$ cat src/rtl/ssd_scan_rx_pkg.sv
// Shared seven-segment definitions: active-low segment codes, blank code,
// default timing parameters and the receiver FSM state type.
package ssd_scan_rx_pkg;

  localparam int STABLE_CYC_DEF  = 16;
  localparam int TIMEOUT_CYC_DEF = 524288;

  localparam logic [6:0] SEG_BLANK = 7'h7F;

  // Entry i is the {a..g} active-low code that displays hex digit i.
  localparam logic [15:0][6:0] SEG_CODES = {
    7'h38, 7'h30, 7'h42, 7'h31, 7'h60, 7'h08, 7'h04, 7'h00,
    7'h0F, 7'h20, 7'h24, 7'h4C, 7'h06, 7'h12, 7'h4F, 7'h01
  };

  typedef enum logic [1:0] {
    ST_WAIT,
    ST_CAPTURE,
    ST_HOLD
  } state_t;

endpackage

$ cat src/rtl/ssd_scan_rx_decode.sv
// Inverse seven-segment lookup: maps a captured segment pattern back to its
// hex digit and flags hex and blank patterns.
module ssd_pattern_decode
  import ssd_scan_rx_pkg::*;
(
  input  logic [6:0] pattern,
  output logic [3:0] digit,
  output logic       is_hex,
  output logic       is_blank
);

  always_comb begin
    // NOTE: every always_comb output gets a default first so no path leaves it unassigned (no latch).
    digit  = '0;
    is_hex = 1'b0;
    for (int i = 0; i < 16; i++) begin
      if (pattern == SEG_CODES[i]) begin
        digit  = 4'(i);
        is_hex = 1'b1;
      end
    end
  end

  assign is_blank = (pattern == SEG_BLANK);

endmodule

$ cat src/rtl/ssd_scan_rx.sv
// Receiver for a multiplexed 4-digit seven-segment display: synchronizes the
// pins, captures stable anode/segment patterns and assembles complete frames.
module ssd_scan_rx
  import ssd_scan_rx_pkg::*;
#(
  parameter int STABLE_CYC  = STABLE_CYC_DEF,
  parameter int TIMEOUT_CYC = TIMEOUT_CYC_DEF
) (
  input  logic        clk,
  input  logic        rst,
  input  logic [6:0]  seg,
  input  logic [3:0]  an,
  output logic [15:0] digits,
  output logic [3:0]  digit_valid,
  output logic        frame_done,
  output logic        err_pattern,
  output logic        err_anode,
  output logic        stale
);

  localparam int CW = $clog2(STABLE_CYC + 1);
  localparam int TW = $clog2(TIMEOUT_CYC + 1);

  logic [1:0]       rst_sync;
  logic             rst_n_int;
  logic [10:0]      pat_s1, pat_s2, pat_q;
  logic             changed;
  logic [CW-1:0]    cnt;
  state_t           state, state_next;
  logic [3:0]       sel;
  logic             capture, cap_one, cap_multi;
  logic [3:0]       dec_digit;
  logic             dec_hex, dec_blank;
  logic [3:0]       seen;
  logic [3:0][3:0]  sh_digit;
  logic [3:0]       sh_valid;
  logic [TW-1:0]    tmo_cnt;
  logic             frame_fire, tmo_hit;

  // Reset asserts immediately but releases only after two clean clock edges.
  always_ff @(posedge clk or negedge rst) begin
    if (!rst) rst_sync <= '0;
    else      rst_sync <= {rst_sync[0], 1'b1};
  end
  assign rst_n_int = rst_sync[1];

  // NOTE: sequential state uses non-blocking assignments so all flops sample pre-edge values.
  always_ff @(posedge clk or negedge rst_n_int) begin
    if (!rst_n_int) begin
      pat_s1 <= '0;
      pat_s2 <= '0;
      pat_q  <= '0;
      cnt    <= '0;
      state  <= ST_WAIT;
    end else begin
      pat_s1 <= {seg, an};
      pat_s2 <= pat_s1;
      pat_q  <= pat_s2;
      if (changed)          cnt <= '0;
      else if (cnt != '1)   cnt <= cnt + CW'(1);
      state  <= state_next;
    end
  end

  assign changed = (pat_s2 != pat_q);

  always_comb begin
    state_next = state;
    unique case (state)
      ST_WAIT:    if (cnt == CW'(STABLE_CYC - 1)) state_next = ST_CAPTURE;
      ST_CAPTURE: state_next = ST_HOLD;
      ST_HOLD:    state_next = ST_HOLD;
      default:    state_next = ST_WAIT;
    endcase
    if (changed) state_next = ST_WAIT;
  end

  // pat_q still holds the stable pattern during the capture cycle, even if
  // the pins move on in that same cycle.
  assign capture   = (state == ST_CAPTURE);
  assign sel       = ~pat_q[3:0];
  assign cap_one   = capture && $onehot(sel);
  assign cap_multi = capture && !$onehot0(sel);

  ssd_pattern_decode u_decode (
    .pattern  (pat_q[10:4]),
    .digit    (dec_digit),
    .is_hex   (dec_hex),
    .is_blank (dec_blank)
  );

  assign frame_fire = (seen == 4'b1111);
  assign tmo_hit    = (tmo_cnt == TW'(TIMEOUT_CYC - 1)) && !cap_one;

  always_ff @(posedge clk or negedge rst_n_int) begin
    if (!rst_n_int) begin
      // NOTE: the shadow digits are a handful of flops, cleared on reset so a discarded frame leaves nothing behind.
      sh_digit    <= '0;
      sh_valid    <= '0;
      seen        <= '0;
      tmo_cnt     <= '0;
      digits      <= '0;
      digit_valid <= '0;
      frame_done  <= 1'b0;
      err_pattern <= 1'b0;
      err_anode   <= 1'b0;
      stale       <= 1'b0;
    end else begin
      frame_done  <= frame_fire;
      err_pattern <= cap_one && !dec_hex && !dec_blank;
      err_anode   <= cap_multi;

      if (cap_one)                          tmo_cnt <= '0;
      else if (tmo_cnt != TW'(TIMEOUT_CYC)) tmo_cnt <= tmo_cnt + TW'(1);

      // A completing frame takes priority over a coincident timeout.
      if (frame_fire) begin
        digits      <= sh_digit;
        digit_valid <= sh_valid;
        seen        <= '0;
        stale       <= 1'b0;
      end else if (tmo_hit) begin
        digit_valid <= '0;
        seen        <= '0;
        stale       <= 1'b1;
      end

      if (cap_one) begin
        for (int i = 0; i < 4; i++) begin
          if (sel[i]) begin
            seen[i]     <= 1'b1;
            sh_digit[i] <= dec_digit;
            sh_valid[i] <= dec_hex;
          end
        end
      end
    end
  end

endmodule
$ cat config.mk
export PLATFORM = sky130hd
export DESIGN_NAME = ssd_scan_rx
export DESIGN_NICKNAME = d
export VERILOG_FILES = /design/src/rtl/ssd_scan_rx_pkg.sv /design/src/rtl/ssd_scan_rx_decode.sv /design/src/rtl/ssd_scan_rx.sv
export SDC_FILE = /design/constraint.sdc
export NUM_CORES = 1
export LEC_CHECK = 0
export BUFFER_PORTS_ARGS = -buffer_cell sky130_fd_sc_hd__buf_4
export CAP_MARGIN = 20
export CORE_ASPECT_RATIO = 1.4
export CORE_MARGIN = 5
export CORE_UTILIZATION = 64
export DETAILED_ROUTE_END_ITERATION = 16
export GPL_TIMING_DRIVEN = 0
export PLACE_DENSITY = 0.84
export SLEW_MARGIN = 20
export SYNTH_ARGS = -nofsm -noshare
export SYNTH_HDL_FRONTEND = slang
export SYNTH_SLANG_ARGS = --single-unit
$ cat constraint.sdc
create_clock -name clk -period 5.7 [get_ports clk]
set_input_delay 1.14 -clock clk [delete_from_list [all_inputs] [get_ports clk]]
set_output_delay 1.14 -clock clk [all_outputs]
set_load 0.02 [all_outputs]
After elaboration in Yosys (flattened, before gate mapping)
Cells that the tools add are included.

Input bits: 13. Register bits after elaboration: 110.

Magnitude comparators: 1. Bitwise gates (word level): 1. Reductions and logical operators: 19. Add/subtract/negate cells: 5. Eq/ne operators: 26. Multiplexer cells: 49.

Operator list (number): $mux W4 (13); $mux W20 (2); $eq A7 B6 Y1 const B (5); $eq A7 B7 Y1 const B (5); $mux W1 (23); $add A20 B1 Y20 const B (1); $eq A20 B19 Y1 const B (1); $ne A20 B20 Y1 const B (1); $eq A7 B3 Y1 const B (2); $eq A7 B4 Y1 const B (2); $mux W3 (4); $ne A11 B11 Y1 (1); $mux W5 (2); $mux W2 (4); $reduce_and A2 Y1 (4); $eq A7 B1 Y1 const B (1); $eq A7 B5 Y1 const B (1); $logic_not A7 Y1 (1); $reduce_bool A2 Y1 (3); $add A5 B1 Y5 const B (1); $eq A5 B4 Y1 const B (1); $logic_and A1 B1 Y1 (5); $ne A5 B5 Y1 const B (1); $add A1 B1 Y2 (2); other kinds (12) (15).

Depth between registers and ports, before layout
Word-level depth: 20. Mapped depth: 11. Depth with buffers taken out: 9.

By module
A second synthesis with hierarchy kept.

Cells, all modules: 409. Area total of the unflattened synthesis: 4638.2 um^2.

Modules (own cells, without submodules): ssd_scan_rx (cells an instance 355, instances 1, sequential area each 2752.6 um^2, area each 4305.4 um^2); ssd_pattern_decode (cells an instance 54, instances 1, sequential area each 0.0 um^2, area each 332.8 um^2).

Worst setup path after synthesis
Ideal clock, no wire load.

Kind: register to register. Start: register pat_q[0]. End: register digit_valid[0]. Setup time: 0.121 ns. Buffers on the path: 1. Data arrival time: 2.375 ns. Cell stages (with the launch flop): 11. Setup slack: 3.204 ns. Cells stage by stage: dfrtp_1 > fa_1 > inv_1 > ha_1 > inv_1 > ha_1 > nor4bb_1 > buf_2 > nor4_1 > a31oi_2 > a22o_1.

Longest elaborated chain between the ends: 8.

Ends and longest elaborated chain: start, declared (line ssd_scan_rx.sv:26) `logic [10:0] pat_s1, pat_s2, pat_q;`; start signal, assigned (line ssd_scan_rx.sv:58) `pat_q <= pat_s2;`; $not A4 Y4 (line ssd_scan_rx.sv:81) `assign sel = ~pat_q[3:0];`; $add A1 B1 Y2 (implied by the code) (line ssd_scan_rx.sv:82) `assign cap_one = capture && $onehot(sel);`; $add A2 B2 Y3 (implied by the code) (line ssd_scan_rx.sv:82); $eq A3 B1 Y1 (line ssd_scan_rx.sv:82); $logic_and A1 B1 Y1 (line ssd_scan_rx.sv:82); $logic_not A1 Y1 (line ssd_scan_rx.sv:93) `assign tmo_hit = (tmo_cnt == TW'(TIMEOUT_CYC - 1)) && !cap_one;`; $logic_and A1 B1 Y1 (line ssd_scan_rx.sv:93); $reduce_bool A2 Y1 (no line); end signal, assigned (line ssd_scan_rx.sv:119) `digit_valid <= sh_valid;`; end, declared (line ssd_scan_rx.sv:14) `output logic [3:0] digit_valid,`.

Every way passes these cells. A chain may end at the register's enable or synchronous reset.

Worst setup path in the final report
Start: register pat_q[0]. End: register sh_digit[9] (netlist bit).

Longest elaborated chain between the ends: 6.

Ends and longest elaborated chain: $not A4 Y4 (line ssd_scan_rx.sv:81); $add A1 B1 Y2 (implied by the code) (line ssd_scan_rx.sv:82); $add A2 B2 Y3 (implied by the code) (line ssd_scan_rx.sv:82); $eq A3 B1 Y1 (line ssd_scan_rx.sv:82); $logic_and A1 B1 Y1 (line ssd_scan_rx.sv:82); $reduce_and A2 Y1 (no line); end signal, assigned by index (line ssd_scan_rx.sv:132) `sh_digit[i] <= dec_digit;`; end, declared (line ssd_scan_rx.sv:35) `logic [3:0][3:0] sh_digit;`.

Every way passes these cells.

==> out/metrics.cfg <==
[outcome]
status = finished, final reports clean

[setup_path]
crit_fanout = 10
rrSetupSlack_ns = 2.88
worst_path_max_delay_cell = fa_1
crit_end = sh_digit[9]
rr_worst_depth = 11
rr_endpoint = sh_digit[9]
worst_ep_arrival_time_ns = 3.12
worst_path_largest_cell_delay_ns = 0.55
critical_path_class = reg2reg
path_cells = fa_1 > inv_1 > ha_1 > inv_1 > ha_1 > nand4bb_1 > clkbuf_1 > clkbuf_1 > nor2_2 > nor2_1 > a21oi_1
end_kind = flip-flop
r2r-start = pat_q[0]
crit_required_ns = 5.99
critPathLaunch = pat_q[0]
critPathLaunchType = flip-flop

[yosys]
synth_area_mm2 = 0.00473
yosysTopAreaCell = dfrtp_1
ys_warn_count = 0
ys.flop_type = dfrtp_1
synth_edf_count = 0
synth-async-reset-ratio = 1.00
ys_ff_latch = 110
synth_area_leaders = dfrtp_1 (58%), nand2_1 (4.7%), xor2_1 (4.1%)
synth_cell_type_count = 59
synth_commonest_cells = dfrtp_1 (110), nand2_1 (59), nor2_1 (47)
syn_inst = 436
yosys.cell_count.top_type = dfrtp_1
synth_nets = 460
syn-mean-instance-area_um2 = 10.9
yosysSeqAreaShare = 0.582
synth_top_area_frac = 0.582

[power]
vdd_drop_max_v = 0.000247
power_switching_mw = 0.311
internal-power_mw = 1.03
clockPowerShare = 0.353
comb_power_share = 0.045
swShare = 0.231
power_density_mw_per_mm2 = 250
p_leak_nw = 2.62
total_power_mw = 1.34
p_seq_frac = 0.602

[drt]
vias = 3355
drt-total-wl_um = 8810
drtIter0Drc = 230
drc = 0
ant_nets = 0
drtPass1Iterations = 4
viasPerCell = 5.73
routedWlPerCell_um = 15.0

[global_route]
grt_max_degree = 56
antenna_found_initial = 0
grt_pass1_wl_um = 15600
grt_overflow = 0
grt_pass1_vias = 3417
grt_usage = 0.217

[min_path]
hold_class = reg2reg

[floorplanning]
die_area_mm2 = 0.00924
ioPinCount = 37
die_y_um = 112
core_area_mm2 = 0.00727
fp.dieW_um = 82.7
rows = 37
start_util = 0.651

[clock_tree]
ctsHoldBuffers = 0
cts_resized = 0
h-tree-depth = 3
clk_path_buf_depth = 2
tritoncts = done
cts_setup_buffers = 0
cts-root-buf = clkbuf_8
clock_latency_ns = 0.36
cts.sinks = 110
clk_transition_reported_paths_ns = 0.10
cts_made_buffers = 9

[timing]
rsz0062_at_grt = false
setup_viol = 0
finalSetupTns_ns = 0
fin_crit_ns = 2.82
hold_viol = 0
fin_crit_sh = 0.496
whs_ns = 0.357
finalClockSkew_ns = 0.00959
tightestPinTransition_ns = 0.756
maxSlewHeadroom = 0.496
finalMaxSlewViolations = 0
fmax_mhz = 354

[final_layout]
final_core_util = 0.738
layout-drive-gt1-share = 0.149
fin_nets = 508
syn_to_final_growth_pct = 13.3
diodes = 0

[placed_design]
gp_congestion = 0.834
hpwlAfterDp_um = 6410
port_buffers = 36

[job]
cap_viol_max_count = 0

-- sequential cells by signal, indices dropped and copies added (netlist names), 2 cells and up --
signal	count
pat_q	11
digits	16
rst_sync	2
seen	4
pat_s2	11
pat_s1	11
digit_valid	4
sh_digit	16
tmo_cnt	20
state	2
sh_valid	4
cnt	5
-- cells by family (layout without fill, tap and decap cells) --
logic type      after synthesis  after routing  share of synthesized area
fa+ha+maj                    11             11                     0.0307
xor+xnor                     25             25                     0.0463
simple gates                192            192                      0.210
buf+inv                      30             83                     0.0312
other cells                   1              1                   0.000792
flops                       110            110                      0.582
mux                           4              4                    0.00846
compound gates               63             63                     0.0907
-- metal layers --
layer  part of all wire  vias up  GRT usage  wire length, um
met5                  0        -          0                0
met4              0.017        0     0.0862              154
met3              0.045       13     0.0388              393
met2               0.54       92      0.360             4720
met1               0.40     1647      0.276             3540
li1                   -     1603          -                -
-- critical path: cells and delay by family, from the launching register on --
| kind | cells | cell delay, ns |
|---|---|---|
| AO/OA/AOI/OAI | 1 | 0.13 |
| AND/OR/NAND/NOR | 3 | 0.69 |
| flip-flops | 1 | 0.45 |
| adder cells (fa/ha/maj) | 3 | 0.98 |
| buffers and inverters | 4 | 0.49 |
-- cell usage in the layout (no fill, tap or decap), types with 10 or more instances in the layout --
| cell | netlist | final |
|---|---|---|
| a21oi_1 | 22 | 22 |
| buf_4 | 1 | 37 |
| dfrtp_1 | 110 | 109 |
| ha_1 | 10 | 10 |
| inv_1 | 13 | 13 |
| nand2_1 | 59 | 59 |
| nor2_1 | 47 | 47 |
| nor3_1 | 12 | 12 |
| xor2_1 | 22 | 22 |
-- stage by stage --
| stage | setup slack [ns] | cells | instance area [um^2] |
|---|---|---|---|
| after floorplan | 2.41 | 436 | 4730 |
| after global placement | 1.49 | 569 | 5120 |
| after detailed placement | 2.88 | 570 | 5160 |
| after CTS | 2.85 | 586 | 5360 |
| after global routing | 2.59 | 586 | 5360 |
| final | 2.88 | 586 | 5360 |
-- power by group through the flow --
stage	registers, mW	logic, mW	clock network [mW]
2_1_floorplan	0.825	0.0359	0
3_3_place_gp	0.830	0.0482	0
3_5_place_dp	0.825	0.0604	0
4_1_cts	0.809	0.0606	0.487
5_1_grt	0.813	0.0676	0.524
6_report	0.809	0.0601	0.473
-- worst min-delay path by stage --
| stage | to | startpoint | slack, ns | cells after the start |
|---|---|---|---|---|
| floorplan | pat_s2[0] | pat_s1[0] | 0.33 | 0 |
| global placement | pat_s2[4] | pat_s1[4] | 0.33 | 0 |
| detailed placement | pat_s2[10] | pat_s1[10] | 0.33 | 0 |
| CTS | pat_s2[10] | pat_s1[10] | 0.36 | 0 |
| global route | pat_s2[10] | pat_s1[10] | 0.37 | 0 |
| finish | pat_s2[10] | pat_s1[10] | 0.36 | 0 |
-- cell type report --
class | count | area [um^2]
repair buffers | 37 | 298
flip-flops and latches | 110 | 2760
well taps | 97 | 121
inverters | 13 | 48.8
fillers | 519 | 1910
clock buffers | 10 | 128
plain buffers | 17 | 98.8
clock inverters | 6 | 78.8
multi-input cells | 296 | 1830
Power figures use the tool's default switching activity.
